<file path="src/rtl/asteroids_pkg.sv">
// Shared definitions for the asteroids game datapath.
// Holds the visible screen size, the 3-bit heading encoding and a helper that
// turns a heading plus a speed into a signed per-frame displacement.
package asteroids_pkg;

  localparam int unsigned XMAX = 640;
  localparam int unsigned YMAX = 480;

  typedef enum logic [2:0] {
    DirN  = 3'd0,
    DirNe = 3'd1,
    DirE  = 3'd2,
    DirSe = 3'd3,
    DirS  = 3'd4,
    DirSw = 3'd5,
    DirW  = 3'd6,
    DirNw = 3'd7
  } dir_e;

  // 10-bit two's complement is enough: positions wrap modulo 1024 anyway.
  typedef struct packed {
    logic signed [9:0] dx;
    logic signed [9:0] dy;
  } vel_t;

  // Screen Y grows downwards, so north is negative dy.
  function automatic vel_t dir_vel(input dir_e dir, input int unsigned speed);
    vel_t              v;
    logic signed [9:0] s;
    s = 10'(speed);
    v = '0;
    case (dir)
      DirN:    v.dy = -s;
      DirNe:   begin v.dx = s;  v.dy = -s; end
      DirE:    v.dx = s;
      DirSe:   begin v.dx = s;  v.dy = s;  end
      DirS:    v.dy = s;
      DirSw:   begin v.dx = -s; v.dy = s;  end
      DirW:    v.dx = -s;
      DirNw:   begin v.dx = -s; v.dy = -s; end
      default: v = '0;
    endcase
    return v;
  endfunction

endpackage

</file>
<file path="src/rtl/bullet_pool_if.sv">
// Bus between the game logic and the bullet pool.
//   frame_tick, fire, ship_x/y/dir : launch control from the game
//   kill                           : per-slot retire from the collision detector
//   px, py                         : current scan position
//   pixels, active, shots_fired    : pool outputs
// master = game side driving the pool, slave = the pool itself.
interface bullet_pool_if #(
  parameter int unsigned NUM_BULLETS = 4
);
  logic                   frame_tick;
  logic                   fire;
  logic [9:0]             ship_x;
  logic [9:0]             ship_y;
  logic [2:0]             ship_dir;
  logic [NUM_BULLETS-1:0] kill;
  logic [9:0]             px;
  logic [9:0]             py;
  logic [NUM_BULLETS-1:0] pixels;
  logic [NUM_BULLETS-1:0] active;
  logic [7:0]             shots_fired;

  modport master (
    output frame_tick, fire, ship_x, ship_y, ship_dir, kill, px, py,
    input  pixels, active, shots_fired
  );

  modport slave (
    input  frame_tick, fire, ship_x, ship_y, ship_dir, kill, px, py,
    output pixels, active, shots_fired
  );
endinterface

</file>
<file path="src/rtl/bullet_slot.sv">
// One bullet slot: idle/flying flag, position, heading, life counter, the
// per-frame move with off-screen/lifetime retirement, and the registered
// pixel-coverage compare.
//   clk, reset_game_n : clock, synchronous active-low reset
//   frame_tick_i      : move strobe
//   launch_i          : load ship state into this slot (slot must be idle)
//   kill_i            : retire now; beats launch and move
//   ship_*_i          : spawn state sampled on launch
//   px_i, py_i        : scan position
//   active_o, pixel_o : slot flying / slot covers the previous scan position
module bullet_slot
  import asteroids_pkg::*;
#(
  parameter int unsigned SPEED    = 4,
  parameter int unsigned LIFETIME = 60,
  parameter int unsigned SIZE     = 2,
  parameter int unsigned XMAX     = asteroids_pkg::XMAX,
  parameter int unsigned YMAX     = asteroids_pkg::YMAX
) (
  input  logic       clk,
  input  logic       reset_game_n,
  input  logic       frame_tick_i,
  input  logic       launch_i,
  input  logic       kill_i,
  input  logic [9:0] ship_x_i,
  input  logic [9:0] ship_y_i,
  input  dir_e       ship_dir_i,
  input  logic [9:0] px_i,
  input  logic [9:0] py_i,
  output logic       active_o,
  output logic       pixel_o
);

  localparam int unsigned LifeW  = $clog2(LIFETIME + 1);
  localparam logic [9:0]  XLim   = 10'(XMAX);
  localparam logic [9:0]  YLim   = 10'(YMAX);
  localparam logic [10:0] Size11 = 11'(SIZE);

  logic             active_q;
  logic             pixel_q;
  logic [9:0]       x_q, y_q;
  dir_e             dir_q;
  logic [LifeW-1:0] life_q;

  vel_t       vel;
  logic [9:0] x_nxt, y_nxt;
  logic       retire;
  logic       hit;

  always_comb begin
    vel   = dir_vel(dir_q, SPEED);
    // Modulo-1024 add: leaving left/top wraps to >= 1000 and fails the bound check.
    x_nxt = x_q + vel.dx;
    y_nxt = y_q + vel.dy;
    retire = (x_nxt >= XLim) || (y_nxt >= YLim) || (life_q == LifeW'(1));
    // 11-bit compare so x+SIZE near 1023 does not wrap.
    hit = ({1'b0, px_i} >= {1'b0, x_q}) && ({1'b0, px_i} < ({1'b0, x_q} + Size11)) &&
          ({1'b0, py_i} >= {1'b0, y_q}) && ({1'b0, py_i} < ({1'b0, y_q} + Size11));
  end

  always_ff @(posedge clk) begin
    if (!reset_game_n) begin
      active_q <= 1'b0;
      pixel_q  <= 1'b0;
      x_q      <= '0;
      y_q      <= '0;
      dir_q    <= DirN;
      life_q   <= '0;
    end else begin
      pixel_q <= active_q & hit;
      if (kill_i) begin
        active_q <= 1'b0;
      end else if (launch_i) begin
        active_q <= 1'b1;
        x_q      <= ship_x_i;
        y_q      <= ship_y_i;
        dir_q    <= ship_dir_i;
        life_q   <= LifeW'(LIFETIME);
      end else if (frame_tick_i && active_q) begin
        x_q    <= x_nxt;
        y_q    <= y_nxt;
        life_q <= life_q - LifeW'(1);
        if (retire) active_q <= 1'b0;
      end
    end
  end

  assign active_o = active_q;
  assign pixel_o  = pixel_q;

endmodule

</file>
<file path="src/rtl/bullet_pool.sv">
// Pool of player bullets. Captures fire presses, launches into the lowest free
// slot on a frame tick subject to a cooldown, and counts launches.
//   clk          : pixel clock
//   reset_game_n : synchronous active-low game reset
//   bus          : bullet_pool_if slave (control in, pixels/active/shots_fired out)
module bullet_pool
  import asteroids_pkg::*;
#(
  parameter int unsigned NUM_BULLETS = 4,
  parameter int unsigned SPEED       = 4,
  parameter int unsigned LIFETIME    = 60,
  parameter int unsigned COOLDOWN    = 8,
  parameter int unsigned SIZE        = 2,
  parameter int unsigned XMAX        = asteroids_pkg::XMAX,
  parameter int unsigned YMAX        = asteroids_pkg::YMAX
) (
  input logic          clk,
  input logic          reset_game_n,
  bullet_pool_if.slave bus
);

  localparam int unsigned CdW = $clog2(COOLDOWN + 2);

  logic                   fire_q;
  logic                   fire_pending_q, fire_pending_d;
  logic [CdW-1:0]         cooldown_q, cooldown_d;
  logic [7:0]             shots_q, shots_d;
  logic [NUM_BULLETS-1:0] active, pixels, free, sel, launch;
  logic                   found, launch_en;

  // A slot being killed this cycle is not offered for launch.
  assign free = ~active & ~bus.kill;

  always_comb begin
    sel   = '0;
    found = 1'b0;
    for (int i = 0; i < NUM_BULLETS; i++) begin
      if (free[i] && !found) begin
        sel[i] = 1'b1;
        found  = 1'b1;
      end
    end
  end

  // The counter includes the current tick, so a value of 1 is already clear.
  assign launch_en = bus.frame_tick && fire_pending_q && (cooldown_q <= CdW'(1)) && found;
  assign launch    = sel & {NUM_BULLETS{launch_en}};

  always_comb begin
    fire_pending_d = fire_pending_q;
    if (bus.fire && !fire_q)  fire_pending_d = 1'b1;
    else if (bus.frame_tick)  fire_pending_d = 1'b0;

    cooldown_d = cooldown_q;
    if (bus.frame_tick) begin
      if (launch_en)                cooldown_d = CdW'(COOLDOWN);
      else if (cooldown_q != '0)    cooldown_d = cooldown_q - CdW'(1);
    end

    shots_d = launch_en ? shots_q + 8'd1 : shots_q;
  end

  // Tracks fire even in reset so a press held across reset is not a new edge.
  always_ff @(posedge clk) begin
    fire_q <= bus.fire;
  end

  always_ff @(posedge clk) begin
    if (!reset_game_n) begin
      fire_pending_q <= 1'b0;
      cooldown_q     <= '0;
      shots_q        <= '0;
    end else begin
      fire_pending_q <= fire_pending_d;
      cooldown_q     <= cooldown_d;
      shots_q        <= shots_d;
    end
  end

  for (genvar i = 0; i < NUM_BULLETS; i++) begin : g_slot
    bullet_slot #(
      .SPEED    (SPEED),
      .LIFETIME (LIFETIME),
      .SIZE     (SIZE),
      .XMAX     (XMAX),
      .YMAX     (YMAX)
    ) u_slot (
      .clk          (clk),
      .reset_game_n (reset_game_n),
      .frame_tick_i (bus.frame_tick),
      .launch_i     (launch[i]),
      .kill_i       (bus.kill[i]),
      .ship_x_i     (bus.ship_x),
      .ship_y_i     (bus.ship_y),
      .ship_dir_i   (dir_e'(bus.ship_dir)),
      .px_i         (bus.px),
      .py_i         (bus.py),
      .active_o     (active[i]),
      .pixel_o      (pixels[i])
    );
  end

  assign bus.active      = active;
  assign bus.pixels      = pixels;
  assign bus.shots_fired = shots_q;

endmodule

</file>
<file path="src/flat_wrapper.sv">
// flat-port wrapper written by rule: the top's interface ports become plain ports
module bullet_pool_flat import asteroids_pkg::*;
#(
  parameter int unsigned NUM_BULLETS = 4,
  parameter int unsigned SPEED       = 4,
  parameter int unsigned LIFETIME    = 60,
  parameter int unsigned COOLDOWN    = 8,
  parameter int unsigned SIZE        = 2,
  parameter int unsigned XMAX        = asteroids_pkg::XMAX,
  parameter int unsigned YMAX        = asteroids_pkg::YMAX
)
  (clk, reset_game_n, bus_frame_tick, bus_fire, bus_ship_x, bus_ship_y, bus_ship_dir, bus_kill, bus_px, bus_py, bus_pixels, bus_active, bus_shots_fired);
  bullet_pool_if #(.NUM_BULLETS(NUM_BULLETS)) bus_i ();
  input logic clk;
  input logic reset_game_n;
  input wire logic [$bits(bus_i.frame_tick)-1:0] bus_frame_tick;
  input wire logic [$bits(bus_i.fire)-1:0] bus_fire;
  input wire logic [$bits(bus_i.ship_x)-1:0] bus_ship_x;
  input wire logic [$bits(bus_i.ship_y)-1:0] bus_ship_y;
  input wire logic [$bits(bus_i.ship_dir)-1:0] bus_ship_dir;
  input wire logic [$bits(bus_i.kill)-1:0] bus_kill;
  input wire logic [$bits(bus_i.px)-1:0] bus_px;
  input wire logic [$bits(bus_i.py)-1:0] bus_py;
  output wire logic [$bits(bus_i.pixels)-1:0] bus_pixels;
  output wire logic [$bits(bus_i.active)-1:0] bus_active;
  output wire logic [$bits(bus_i.shots_fired)-1:0] bus_shots_fired;
  assign bus_i.frame_tick = bus_frame_tick;
  assign bus_i.fire = bus_fire;
  assign bus_i.ship_x = bus_ship_x;
  assign bus_i.ship_y = bus_ship_y;
  assign bus_i.ship_dir = bus_ship_dir;
  assign bus_i.kill = bus_kill;
  assign bus_i.px = bus_px;
  assign bus_i.py = bus_py;
  assign bus_pixels = bus_i.pixels;
  assign bus_active = bus_i.active;
  assign bus_shots_fired = bus_i.shots_fired;
  bullet_pool #(.NUM_BULLETS(NUM_BULLETS), .SPEED(SPEED), .LIFETIME(LIFETIME), .COOLDOWN(COOLDOWN), .SIZE(SIZE), .XMAX(XMAX), .YMAX(YMAX)) u_core (.clk(clk), .reset_game_n(reset_game_n), .bus(bus_i));
endmodule
</file>
<file path="config.mk">
export PLATFORM = sky130hd
export DESIGN_NAME = bullet_pool_flat
export DESIGN_NICKNAME = d
export VERILOG_FILES = /design/src/rtl/asteroids_pkg.sv /design/src/rtl/bullet_pool_if.sv /design/src/rtl/bullet_slot.sv /design/src/rtl/bullet_pool.sv /design/src/flat_wrapper.sv
export SDC_FILE = /design/constraint.sdc
export NUM_CORES = 1
export LEC_CHECK = 0
export CAP_MARGIN = 0
export CORE_UTILIZATION = 45
export CTS_CLUSTER_DIAMETER = 80
export DETAILED_ROUTE_END_ITERATION = 10
export GPL_ROUTABILITY_DRIVEN = 0
export PLACE_DENSITY_LB_ADDON = 0.08
export SKIP_LAST_GASP = 1
export SLEW_MARGIN = 20
export SYNTH_ARGS = -nofsm -noshare
export SYNTH_HDL_FRONTEND = slang
export SYNTH_HIERARCHICAL = 1
export SYNTH_SLANG_ARGS = --single-unit
</file>
<file path="constraint.sdc">
create_clock -name clk -period 3.5 [get_ports clk]
set_input_delay 0.7 -clock clk [delete_from_list [all_inputs] [get_ports clk]]
set_output_delay 0.7 -clock clk [all_outputs]
set_load 0.01 [all_outputs]
</file>
* Word-level counts from Yosys, hierarchy flattened
Index checks and enable logic that the tools add are counted.
Storage, ports and cells: input port bits 51, output and inout bits 16, logic and storage cells 258, register bits after elaboration 138
Operators by class: reductions and logical operators 83, $lt $le $gt $ge 25, $add $sub $neg 22, muxes and demuxes 55, equal/unequal tests 32, bitwise logic cells 13
Operators by type and width (count):
- $mux 10 | 16
- $pmux 10 s2 | 8
- $add 10x2->11 const B | 8
- $lt 10x11->1 | 8
- $add 10x10->10 | 8
- $ge 10x10->1 | 8
- $eq 3x3->1 const B | 16
- $mux 6 | 8
- $reduce_or 3->1 | 16
- $ge 10x10->1 const B | 4
- $ge 10x9->1 const B | 4
- $reduce_and 2->1 | 13
- $eq 3x2->1 const B | 8
- $eq 6x1->1 const B | 4
- $sub 6x1->6 const B | 4
- $logic_and 1x1->1 | 23
- $mux 1 | 21
- $reduce_bool 2->1 | 10
- $eq 3x1->1 const B | 4
- $logic_not 3->1 | 4
- $add 8x1->8 const B | 1
- $and 4x4->4 | 2
- $logic_or 1x1->1 | 8
- $mux 4 | 2
- 8 further kinds | 22

* Logic depth before layout (Yosys ltp)
depth after elaboration 16, gate-level depth with buffers 14, mapped depth without buffers 12

* Modules after synthesis
The synthesis kept the hierarchy.
Modules (own cells, without submodules):
- bullet_slot (u_core.g_slot[0].u_slot ...) | area each 3105.5 um^2, cells each 374, sequential area each 620.6 um^2, instances 2
- bullet_slot (u_core.g_slot[1].u_slot ...) | area each 3000.4 um^2, cells each 368, sequential area each 620.6 um^2, instances 2
- bullet_pool | area each 747.0 um^2, cells each 89, sequential area each 280.3 um^2, instances 1

* Least setup slack after synthesis
OpenSTA, ideal clock, no wires.
path type in2reg, start point input bus_frame_tick, end point register u_core.g_slot[3].u_slot.life_q[5], stages 11, required time 3367 ps, data arrival time 2968 ps, slack 400 ps, library setup time 133 ps, buffers on the path 1, cells stage by stage nor3b_4 nand2_1 or3_1 nor4_1 and2b_1 buf_4 nor2_1 or4_4 nor3_2 xnor2_1 a21oi_1
On the way: longest elaborated chain between the ends 6, elaborated cells between the ends (all ways) 8, classes of those cells mux: 1; bitwise: 1; reduce/logical: 6
RTL lines:
- start, declared | RTL line flat_wrapper.sv:16 | input wire logic [$bits(bus_i.frame_tick)-1:0] bus_frame_tick;
- $logic_and 1x1->1 * (3 in series) | RTL line bullet_pool.sv:46 | assign launch_en = bus.frame_tick && fire_pending_q && (cooldown_q <= CdW'(1)) && found;
- $and 4x4->4 * | RTL line bullet_pool.sv:47 | assign launch = sel & {NUM_BULLETS{launch_en}};
- named net u_core.launch[3] | RTL line bullet_pool.sv:28 | logic [NUM_BULLETS-1:0] active, pixels, free, sel, launch;
- $reduce_bool 2->1 (no line)
- $reduce_and 2->1 (no line)
- end signal, assigned | RTL line bullet_slot.sv:78 | life_q <= LifeW'(LIFETIME);
- end signal, assigned | RTL line bullet_slot.sv:82 | life_q <= life_q - LifeW'(1);
- end, declared | RTL line bullet_slot.sv:43 | logic [LifeW-1:0] life_q;
Mark *: on every way through the listed nets, which the timed path passes. The rest lies on a longest branch. A chain may end at the register's enable or synchronous reset.

* Worst setup path after layout
start point input bus_frame_tick, end point register u_core.g_slot[2].u_slot.life_q[5]
On the way: longest elaborated chain between the ends 6, elaborated cells between the ends (all ways) 8, classes of those cells mux: 1; bitwise: 1; reduce/logical: 6
RTL lines (RTL line):
- $logic_and 1x1->1 * (3 in series) | bullet_pool.sv:46
- $and 4x4->4 * | bullet_pool.sv:47
- named net u_core.launch[2] | bullet_pool.sv:28
- $reduce_bool 2->1 (no line)
- $reduce_and 2->1 (no line)
- end signal, assigned | bullet_slot.sv:78
- end signal, assigned | bullet_slot.sv:82
- end, declared | bullet_slot.sv:43
Marked as above.

==> results by group <==
STA
  – PnR worst setup slack: 518 ps
  – Clock skew: 9.78 ps
  – RSZ-0062 raised after global routing: false
  – Setup TNS: 0 ps
  – Count of pins over their slew limit: 0
  – WHS: 473 ps
  – Achievable frequency: 335 MHz
  – Final min period: 2980 ps
  – Measured slew at the worst slew-check pin: 644 ps
  – Worst slew margin: 57.1%
  – Setup violators final: 0
  – Final cycle utilization of the critical path: 85.2%
  – Fin. Hold Viols: 0

Routing
  – ANT nets after route: 0
  – Initial drt markers: 762
  – Via density: 5.78
  – Via count: 11.8k
  – WL final: 38000 µm
  – DR pass1 iterations: 8
  – DR DRC count: 0
  – Routed length per instance: 18.6 µm

Critical path
  – R2R Path End: u_core/g_slot[1].u_slot/active_o
  – Worst Setup EP: u_core/g_slot[2].u_slot/life_q[5]
  – Reg2reg setup slack: 660 ps
  – Launching point of the worst reg2reg path: u_core/g_slot[1].u_slot/dir_q[1]
  – Critical Path RT: 3790 ps
  – Worst Setup Start Kind: input pin
  – Worst Reg-to-Reg Cells: 10
  – Setup Crit Path Kind: in -> reg
  – Worst Path Arrival: 3270 ps
  – CP startpoint: bus_frame_tick
  – Critical Path Sink Type: flip-flop
  – Critical-path maximum fanout: 5

Floorplanning
  – Die area: 0.0295 mm²
  – Die X: 172 µm
  – Core Area: 0.0281 mm²
  – Initial core utilization: 46.1%
  – Row cnt: 61
  – Die Y: 172 µm
  – # IOs: 67

Synth
  – Main synth FF type: dfxtp_1
  – Synth cell types: 69
  – Sequential area share after synthesis: 21.3%
  – Async SR Flop Fraction: 0%
  – Cells after Synth: 1573
  – Mapped Area: 0.0130 mm²
  – Post-synth EDFFs: 0
  – Yosys top cell by area: ha_1
  – Ys Warns: 6
  – #FFs+latches synth: 138
  – Synth Net Count: 1860
  – Top post-synthesis cells by area: ha_1, dfxtp_1, xnor2_1
  – Avg Inst Size Synth: 8.24 µm²
  – Top cell type's share of synthesized area: 22.0%

GRT
  – GRT Util Overall: 26.4%
  – Vias in the first global route: 11.0k
  – First-pass GRT wire length: 59500 µm
  – Gr ovfl total: 0
  – Antenna violations before repair: 1
  – Largest net degree at the start of global routing: 67

Cells and area
  – Nets@finish: 1940
  – Commonest non-fill, non-tap cell in the layout: ha_1
  – Reg area: 0.00276 mm²
  – Commonest non-fill, non-tap cells in the layout: ha_1, dfxtp_1, nand2_1
  – # fillers: 2712
  – Synth-to-Final Area Change: 15.4%
  – Layout cells sized above 1: 6.72%
  – Post-Route Utilization: 53.2%
  – Multi-input gate area: 0.00953 mm²
  – N_diodes: 0

Placed design
  – Port Buf Inserts: 66
  – DP Wirelength: 29700 µm
  – Placement Setup Slack: 99.3 ps

Clocking
  – Clock slew seen by the registers of the worst setup and hold paths: 60 ps
  – H-tree Lvls: 4
  – Postcts setup bufs: 0
  – Later-pin clock latency in the skew report: 430 ps
  – Clock sinks: 138
  – Hold Buf Count CTS: 0
  – CTS Buffer Depth: 2
  – CTS tree: built
  – CTS Buf Count: 17
  – # resized after CTS: 0
  – Clock Tree Root: clkbuf_16

Power
  – Total power: 4.65 mW
  – Max rail drop VDD: 0.000332 V
  – Power density over the cells: 311 mW/mm²
  – Lkg Pwr: 6.11 nW

Run
  – Max_cap viols: 0

Status
  – Outcome: complete, no violations

Min path
  – Hold Crit Class: reg -> reg
## power breakdown
part           leakage [nW]  internal, mW  switching [mW]
combinational          4.66         0.373           0.486
clock                 0.331          1.40           0.724
sequential             1.11          1.61          0.0576
## worst min path at each step
| stage | startpoint | to | slack [ps] | depth (start not counted) |
|---|---|---|---|---|
| final | u_core/g_slot[0].u_slot/x_q[0] | u_core/g_slot[0].u_slot/x_q[0] | 470 | 2 |
| after global routing | u_core/cooldown_q[1] | u_core/cooldown_q[1] | 500 | 2 |
| after CTS | u_core/g_slot[0].u_slot/x_q[0] | u_core/g_slot[0].u_slot/x_q[0] | 480 | 2 |
| after detailed placement | u_core/g_slot[3].u_slot/x_q[0] | u_core/g_slot[3].u_slot/x_q[0] | 470 | 2 |
| after global placement | u_core/g_slot[0].u_slot/x_q[0] | u_core/g_slot[0].u_slot/x_q[0] | 460 | 2 |
| after floorplan | u_core/g_slot[1].u_slot/x_q[0] | u_core/g_slot[1].u_slot/x_q[0] | 440 | 2 |
## kinds of logic (layout without fill, tap and decap cells)
family                     after synthesis  in the layout  synth area share [%]
buffers and inverters                  178            271                  5.34
and+or+nand+nor                        439            439                  16.8
adders and majority gates              236            236                  23.2
DFF                                    138            138                  21.3
AOI/OAI and AO/OA                      445            445                  23.8
xor gates and xnor gates               120            120                  8.11
muxes                                   17             17                  1.31
## layer usage
metal / global-route usage (%) / vias up / wire length (µm)
met4: 8.23 / 0 / 787
met3: 3.13 / 47 / 1780
met1: 36.6 / 5600 / 18600
li1: - / 5885 / -
met5: 0 / - / 0
met2: 42.3 / 278 / 16800
## through the flow
stage                     area [µm²]  std cells
after floorplan                13000       1573
final                          15000       2044
after CTS                      15000       2044
after global routing           15000       2044
after detailed placement       14300       2012
after global placement         14300       2012
## area by class of cell
type | instances | area share, %
Clock buffer | 22 | 3.17
Clock inverter | 10 | 1.41
Inverter | 130 | 3.26
Multi-Input combinational cell | 1257 | 63.7
Sequential cell | 138 | 18.5
Tap cell | 378 | 3.16
Timing Repair Buffer | 109 | 6.80
## registers in the layout, summed over array words and instances (netlist names), 4 cells and up
name / flops
u_core/cooldown_q: 4
u_core/g_slot.u_slot/active_o: 4
u_core/g_slot.u_slot/life_q: 24
u_core/g_slot.u_slot/pixel_o: 4
u_core/g_slot.u_slot/x_q: 40
u_core/g_slot.u_slot/y_q: 40
u_core/g_slot.u_slot/dir_q: 12
u_core/bus.shots_fired: 8
## synth_stat cells, types with 8 or more instances
cell and count:
o2111ai_1 8, nand3_1 59, o211a_1 26, xnor2_1 97, a31oi_1 8, inv_1 126
or3_1 11, a221oi_1 8, a21boi_0 23, a211oi_1 42, ha_1 228, nand2b_1 34
dfxtp_1 138, a21o_1 28, nor2b_1 14, o21ai_1 24, fa_1 8, nor2_1 87
clkbuf_1 33, o21ai_0 49, mux2i_1 17, nor4_1 12, o22ai_1 8, o211ai_1 16
nand2_1 127, nor3_1 35, xor2_1 23, nand4_1 15, o311ai_0 8, a21oi_1 110
buf_2 13, o21a_1 27
## critical path, stage by stage
cell	delay, ps
clkdlybuf4s50_1	480
nor3b_4	260
nand2_1	110
or3_1	450
buf_4	180
nor3_2	110
nor2b_1	210
nor2_1	140
nor4_2	230
nand2_1	120
xor2_1	170
a21boi_0	100
Power figures use the tool's default switching activity.
